--- config.mk ---
export PLATFORM = sky130hd
export DESIGN_NAME = btn_event_arb
export DESIGN_NICKNAME = d
export VERILOG_FILES = /design/src/rtl/btn_pkg.sv /design/src/rtl/btn_rr_arb.sv /design/src/rtl/btn_event_arb.sv
export SDC_FILE = /design/constraint.sdc
export NUM_CORES = 1
export LEC_CHECK = 0
export CAP_MARGIN = 5
export CORE_AREA = 3 3 65 67
export DETAILED_ROUTE_END_ITERATION = 8
export DIE_AREA = 0 0 68 70
export PLACE_DENSITY = 0.85
export SYNTH_ARGS = -nofsm -noshare
export SYNTH_HDL_FRONTEND = slang
export SYNTH_SLANG_ARGS = --single-unit
export TNS_END_PERCENT = 10
--- constraint.sdc ---
create_clock -name clk -period 3.8 [get_ports clk]
set_clock_uncertainty 0.2 [all_clocks]
set_input_delay 0.38 -clock clk [delete_from_list [all_inputs] [get_ports clk]]
set_output_delay 0.38 -clock clk [all_outputs]
set_load 0.05 [all_outputs]
--- src/rtl/btn_pkg.sv ---
// rtl/btn_pkg.sv - shared constants and helpers for btn_event_arb
package btn_pkg;

  localparam logic EV_PRESS = 1'b0;
  localparam logic EV_LONG  = 1'b1;

  function automatic int idx_w(input int n);
    return (n > 1) ? $clog2(n) : 1;
  endfunction

  // All-ones terminal count of a bits-wide free-running prescaler
  function automatic logic [31:0] tick_tc(input int bits);
    return (32'd1 << bits) - 32'd1;
  endfunction

endpackage

--- src/rtl/btn_rr_arb.sv ---
// rtl/btn_rr_arb.sv - combinational round-robin picker: first requester at or after ptr
module btn_rr_arb import btn_pkg::*; #(
  parameter int N_BTN = 4,
  parameter int IDX_W = idx_w(N_BTN)
) (
  input  logic [N_BTN-1:0] req_i,
  input  logic [IDX_W-1:0] ptr_i,
  output logic             gnt_any_o,
  output logic [IDX_W-1:0] gnt_idx_o
);

  localparam logic [IDX_W:0] N_L = (IDX_W+1)'(N_BTN);

  logic [2*N_BTN-1:0] req2;
  logic [N_BTN-1:0]   rot;
  logic [IDX_W-1:0]   off;
  logic [IDX_W:0]     sum;

  // Rotate requests so bit 0 is the ptr position, then take the lowest set bit
  always_comb begin
    req2      = {req_i, req_i} >> ptr_i;
    rot       = req2[N_BTN-1:0];
    gnt_any_o = |rot;
    off       = '0;
    for (int k = N_BTN-1; k >= 0; k--) begin
      if (rot[k]) off = IDX_W'(k);
    end
    sum       = {1'b0, ptr_i} + {1'b0, off};
    gnt_idx_o = (sum >= N_L) ? IDX_W'(sum - N_L) : IDX_W'(sum);
  end

endmodule

--- src/rtl/btn_event_arb.sv ---
// rtl/btn_event_arb.sv - shared-tick button debouncer with round-robin event output
// Optional long-press events are enabled by defining BTN_LONGPRESS_EN.
module btn_event_arb import btn_pkg::*; #(
  parameter int N_BTN      = 4,
  parameter int TICK_BITS  = 20,
  parameter int LONG_TICKS = 50
) (
  input  logic                     clk,
  input  logic                     i_rst_n,
  input  logic [N_BTN-1:0]         i_btn,
  input  logic                     i_ovr_clr,
  output logic                     o_valid,
  input  logic                     i_ready,
  output logic [idx_w(N_BTN)-1:0]  o_idx,
  output logic                     o_long,
  output logic [N_BTN-1:0]         o_overrun
);

  localparam int IDX_W = idx_w(N_BTN);
  localparam logic [TICK_BITS-1:0] TICK_TC  = TICK_BITS'(tick_tc(TICK_BITS));
  localparam logic [IDX_W-1:0]     LAST_IDX = IDX_W'(N_BTN-1);

  logic [TICK_BITS-1:0] cnt_q;
  logic                 tick;
  logic [N_BTN-1:0]     s1_q, s2_q, press_edge;
  logic [N_BTN-1:0]     pending_q, pending_d, ovr_q, ovr_d;
  logic [N_BTN-1:0]     req, ld_vec, ld_press, ovr_long;
  logic                 ev_long;
  logic                 valid_q, valid_d, long_q, long_d;
  logic [IDX_W-1:0]     idx_q, idx_d, ptr_q, ptr_d, gnt_idx;
  logic                 gnt_any, load;

  assign tick       = (cnt_q == TICK_TC);
  assign press_edge = {N_BTN{tick}} & s1_q & ~s2_q;
  assign load       = (~valid_q | i_ready) & gnt_any;
  assign ld_vec     = load ? (N_BTN'(1) << gnt_idx) : '0;

  btn_rr_arb #(.N_BTN(N_BTN), .IDX_W(IDX_W)) u_arb (
    .req_i     (req),
    .ptr_i     (ptr_q),
    .gnt_any_o (gnt_any),
    .gnt_idx_o (gnt_idx)
  );

`ifdef BTN_LONGPRESS_EN
  localparam int HOLD_W = $clog2(LONG_TICKS+1);
  localparam logic [HOLD_W-1:0] HOLD_MAX = HOLD_W'(LONG_TICKS);
  localparam logic [HOLD_W-1:0] HOLD_HIT = HOLD_W'(LONG_TICKS-1);

  logic [HOLD_W-1:0] hold_q [N_BTN];
  logic [HOLD_W-1:0] hold_d [N_BTN];
  logic [N_BTN-1:0]  plong_q, plong_d, long_hit, ld_long;

  // A pending press always wins over a pending long event of the same button
  always_comb begin
    for (int i = 0; i < N_BTN; i++) begin
      long_hit[i] = tick & s2_q[i] & (hold_q[i] == HOLD_HIT);
      if (!s2_q[i])                          hold_d[i] = '0;
      else if (tick && hold_q[i] != HOLD_MAX) hold_d[i] = hold_q[i] + HOLD_W'(1);
      else                                   hold_d[i] = hold_q[i];
    end
    req      = pending_q | plong_q;
    ld_press = ld_vec & pending_q;
    ld_long  = ld_vec & ~pending_q & plong_q;
    ev_long  = (|ld_long) ? EV_LONG : EV_PRESS;
    plong_d  = long_hit | (plong_q & ~ld_long);
    ovr_long = long_hit & plong_q & ~ld_long;
  end

  always_ff @(posedge clk or negedge i_rst_n) begin
    if (!i_rst_n) begin
      plong_q <= '0;
      for (int i = 0; i < N_BTN; i++) hold_q[i] <= '0;
    end else begin
      plong_q <= plong_d;
      for (int i = 0; i < N_BTN; i++) hold_q[i] <= hold_d[i];
    end
  end
`else
  localparam int unused_long_ticks = LONG_TICKS;

  always_comb begin
    req      = pending_q;
    ld_press = ld_vec;
    ev_long  = EV_PRESS;
    ovr_long = '0;
  end
`endif

  // An edge in the same cycle its button is loaded keeps the new event without overrun
  always_comb begin
    pending_d = press_edge | (pending_q & ~ld_press);
    ovr_d     = (ovr_q & ~{N_BTN{i_ovr_clr}}) | (press_edge & pending_q & ~ld_press) | ovr_long;
    valid_d   = valid_q;
    idx_d     = idx_q;
    long_d    = long_q;
    ptr_d     = ptr_q;
    if (load) begin
      valid_d = 1'b1;
      idx_d   = gnt_idx;
      long_d  = ev_long;
      ptr_d   = (gnt_idx == LAST_IDX) ? '0 : gnt_idx + IDX_W'(1);
    end else if (i_ready) begin
      valid_d = 1'b0;
    end
  end

  always_ff @(posedge clk or negedge i_rst_n) begin
    if (!i_rst_n) begin
      cnt_q     <= '0;
      s1_q      <= '0;
      s2_q      <= '0;
      pending_q <= '0;
      ovr_q     <= '0;
      valid_q   <= 1'b0;
      idx_q     <= '0;
      long_q    <= 1'b0;
      ptr_q     <= '0;
    end else begin
      cnt_q     <= cnt_q + TICK_BITS'(1);
      if (tick) begin
        s1_q <= i_btn;
        s2_q <= s1_q;
      end
      pending_q <= pending_d;
      ovr_q     <= ovr_d;
      valid_q   <= valid_d;
      idx_q     <= idx_d;
      long_q    <= long_d;
      ptr_q     <= ptr_d;
    end
  end

  assign o_valid   = valid_q;
  assign o_idx     = idx_q;
  assign o_long    = long_q;
  assign o_overrun = ovr_q;

endmodule

==> metrics.cfg <==
[detailed_routing]
drc=0
wl_per_cell_um=14.3
postRouteAntennaNets=0
totalWireLength_um=3360
vias=1285
drt_iter0_markers=49
drt-pass1-iter-count=4
avgViaCountPerCell=5.47

[setup_path]
cp.required_ns=3.75
r2r_slack_ns=0.64
crit_path_end_kind=register
path_class=reg2reg
arrival_ns=3.11
start_kind=register
worst-path-max-fanout=12

[sta]
rsz0062_at_grt=false
fmax_mhz=317
setup_viol=0
worst_pin_slew_ns=0.876
finalCritPeriodShare_pct=83.1
hold_slack_ns=0.00318
setup_tns_ns=0
maxSlewViolCount=0
hold_viol_final=0
worst_slack_ns=0.641
slew_headroom_pct=41.6
post-route-min-period_ns=3.16

[logic_synthesis]
synth-async-reset-ratio_pct=100
synth_edf_count=0
syn_inst=171
syn_nets=185
yosys_most_used_dff=dfrtp_1
synth_area_um2=1990
synth-seq-cells=41
yosysUniqueCellTypes=42
ys_warn_count=0
post_synth.cell_area_avg_um2=11.6
yosysSeqAreaShare_pct=51.6

[final_layout]
final_common_cell=dfrtp_1
post-route-cell-area_um2=2240
syn_to_final_growth_pct=12.5
drive_above_1_share_pct=13.9
n_antenna_cell=0
layout_common_cells=41 x dfrtp_1, 14 x xnor2_1, 13 x nand2_1, 13 x clkdlybuf4s50_1, 11 x inv_1
final_nets=201

[clock_tree]
clk_path_buf_depth=2
worst_skew_pair.late_latency_ns=0.29
cts_resized=0
cts_hold_buf=0
clock-root-buffer=clkbuf_8
clk_pin_slew_ns=0.07
h-tree-depth=2
numCtsBuffers=5
cts.sinks=41
tritoncts=yes
post-cts-setup-buffer-count=0

[die]
die-area_um2=4760
start_util_pct=53.9
ios=16
die_h_um=70
die_w_um=68
rows=22
coreArea_um2=3690

[global_route]
grt.overflow.total=0
grt_pass1_vias=1325
grt_usage_pct=16.4
grt_first_pass_wirelength_um=5890
antenna_found_initial=0
grt_start_max_net_pins=42

[placement]
gp_congestion=0.786
place_area_um2=2150
post-place-ws_ns=0.685
place_hpwl_um=2500
io_buffers=14

[flow_run]
drv_cap=0

[power]
p_per_area_nw_per_um2=594
power.leakage_uw=0.00104
ir_worst_vdd_mv=0.319

[run_status]
outcome=completed

[hold_path]
hp-class=in2async

## critical path: stages, from the launching register on
cell,delay [ns]
dfrtp_1,0.50
o21ai_0,0.23
a21oi_1,0.09
o31a_1,0.28
ha_1,0.19
xnor2_1,0.14
or4_1,0.60
nand2_1,0.14
ha_1,0.18
inv_1,0.04
o21ai_0,0.27
o21ai_0,0.15
## per-layer routing
layer / part of all wire (%) / global-route usage, % / up-vias
li1: - / - / 632
met1: 43 / 18.7 / 631
met2: 52 / 27.4 / 15
met3: 2.7 / 5.31 / 7
met4: 2.3 / 6.62 / 0
met5: 0 / 0 / -
## final timing paths
kind,startpoint,to,cells past startpoint
worst max-delay path,ptr_q[1],pending_q[3],11
worst min-delay path,i_rst_n,cnt_q[15],1
worst max register to register,ptr_q[1],pending_q[3],11
worst min register to register,cnt_q[15],cnt_q[15],1
max in group asynchronous,i_rst_n,s1_q[2],1
min in group clk,cnt_q[15],cnt_q[15],1
## stage by stage
step           power, uW  utilization, %  cells
2_1_floorplan        923               -    171
3_3_place_gp        1030            58.3    228
3_5_place_dp        1060            58.3    228
4_1_cts             1350            60.7    235
5_1_grt             1440            60.7    235
6_report            1330            60.7    235
## final cells by class
cell class | count | area, um2
clock buffer | 7 | 86.3
sequential | 41 | 1030
tap | 48 | 60.1
timing repair buffer | 14 | 135
fill | 319 | 1450
inverter | 11 | 41.3
multi-input combinational | 114 | 890
## Yosys cell counts, drive strengths merged, types with 3 or more instances
cell	n	area, um2
xor2	5	43.8
inv	11	41.3
nand3	9	62.6
buf	3	23.8
and4	3	26.3
nand2b	4	25.0
o21ai	10	50.1
ha	6	75.1
o32ai	4	65.1
xnor2	14	123
mux2	8	97.6
nand2	13	48.8
and3	4	25.0
or3b	3	26.3
nor2	4	15.0
nand4	4	31.3
dfrtp	41	1030
## registers in the layout, indices dropped and copies added (netlist names)
register   flops
cnt_q         20
o_idx          2
o_overrun      4
o_valid        1
pending_q      4
ptr_q          2
s1_q           4
s2_q           4
## cells by family (layout without fill, tap and decap cells)
kind of cell             count (synthesis)  after routing  share of synthesized area [%]
AND/OR/NAND/NOR                         53             53                           16.9
flip-flops                              41             41                           51.6
AO/OA/AOI/OAI                           27             27                           10.6
XOR/XNOR                                19             19                           8.36
buffers and inverters                   16             32                           3.71
multiplexers                             8              8                           4.91
adder cells (fa/ha/maj)                  6              6                           3.77
other                                    1              1                          0.188
## power by group
group | switching [uW] | internal (uW) | leakage [uW] | total (uW)
combinational | 302 | 194 | 0.000453 | 496
sequential | 66.2 | 485 | 0.000539 | 551
clock | 138 | 144 | 0.0000443 | 281
total | 506 | 823 | 0.00104 | 1330
Note: power is estimated with default switching activity, not from simulation.
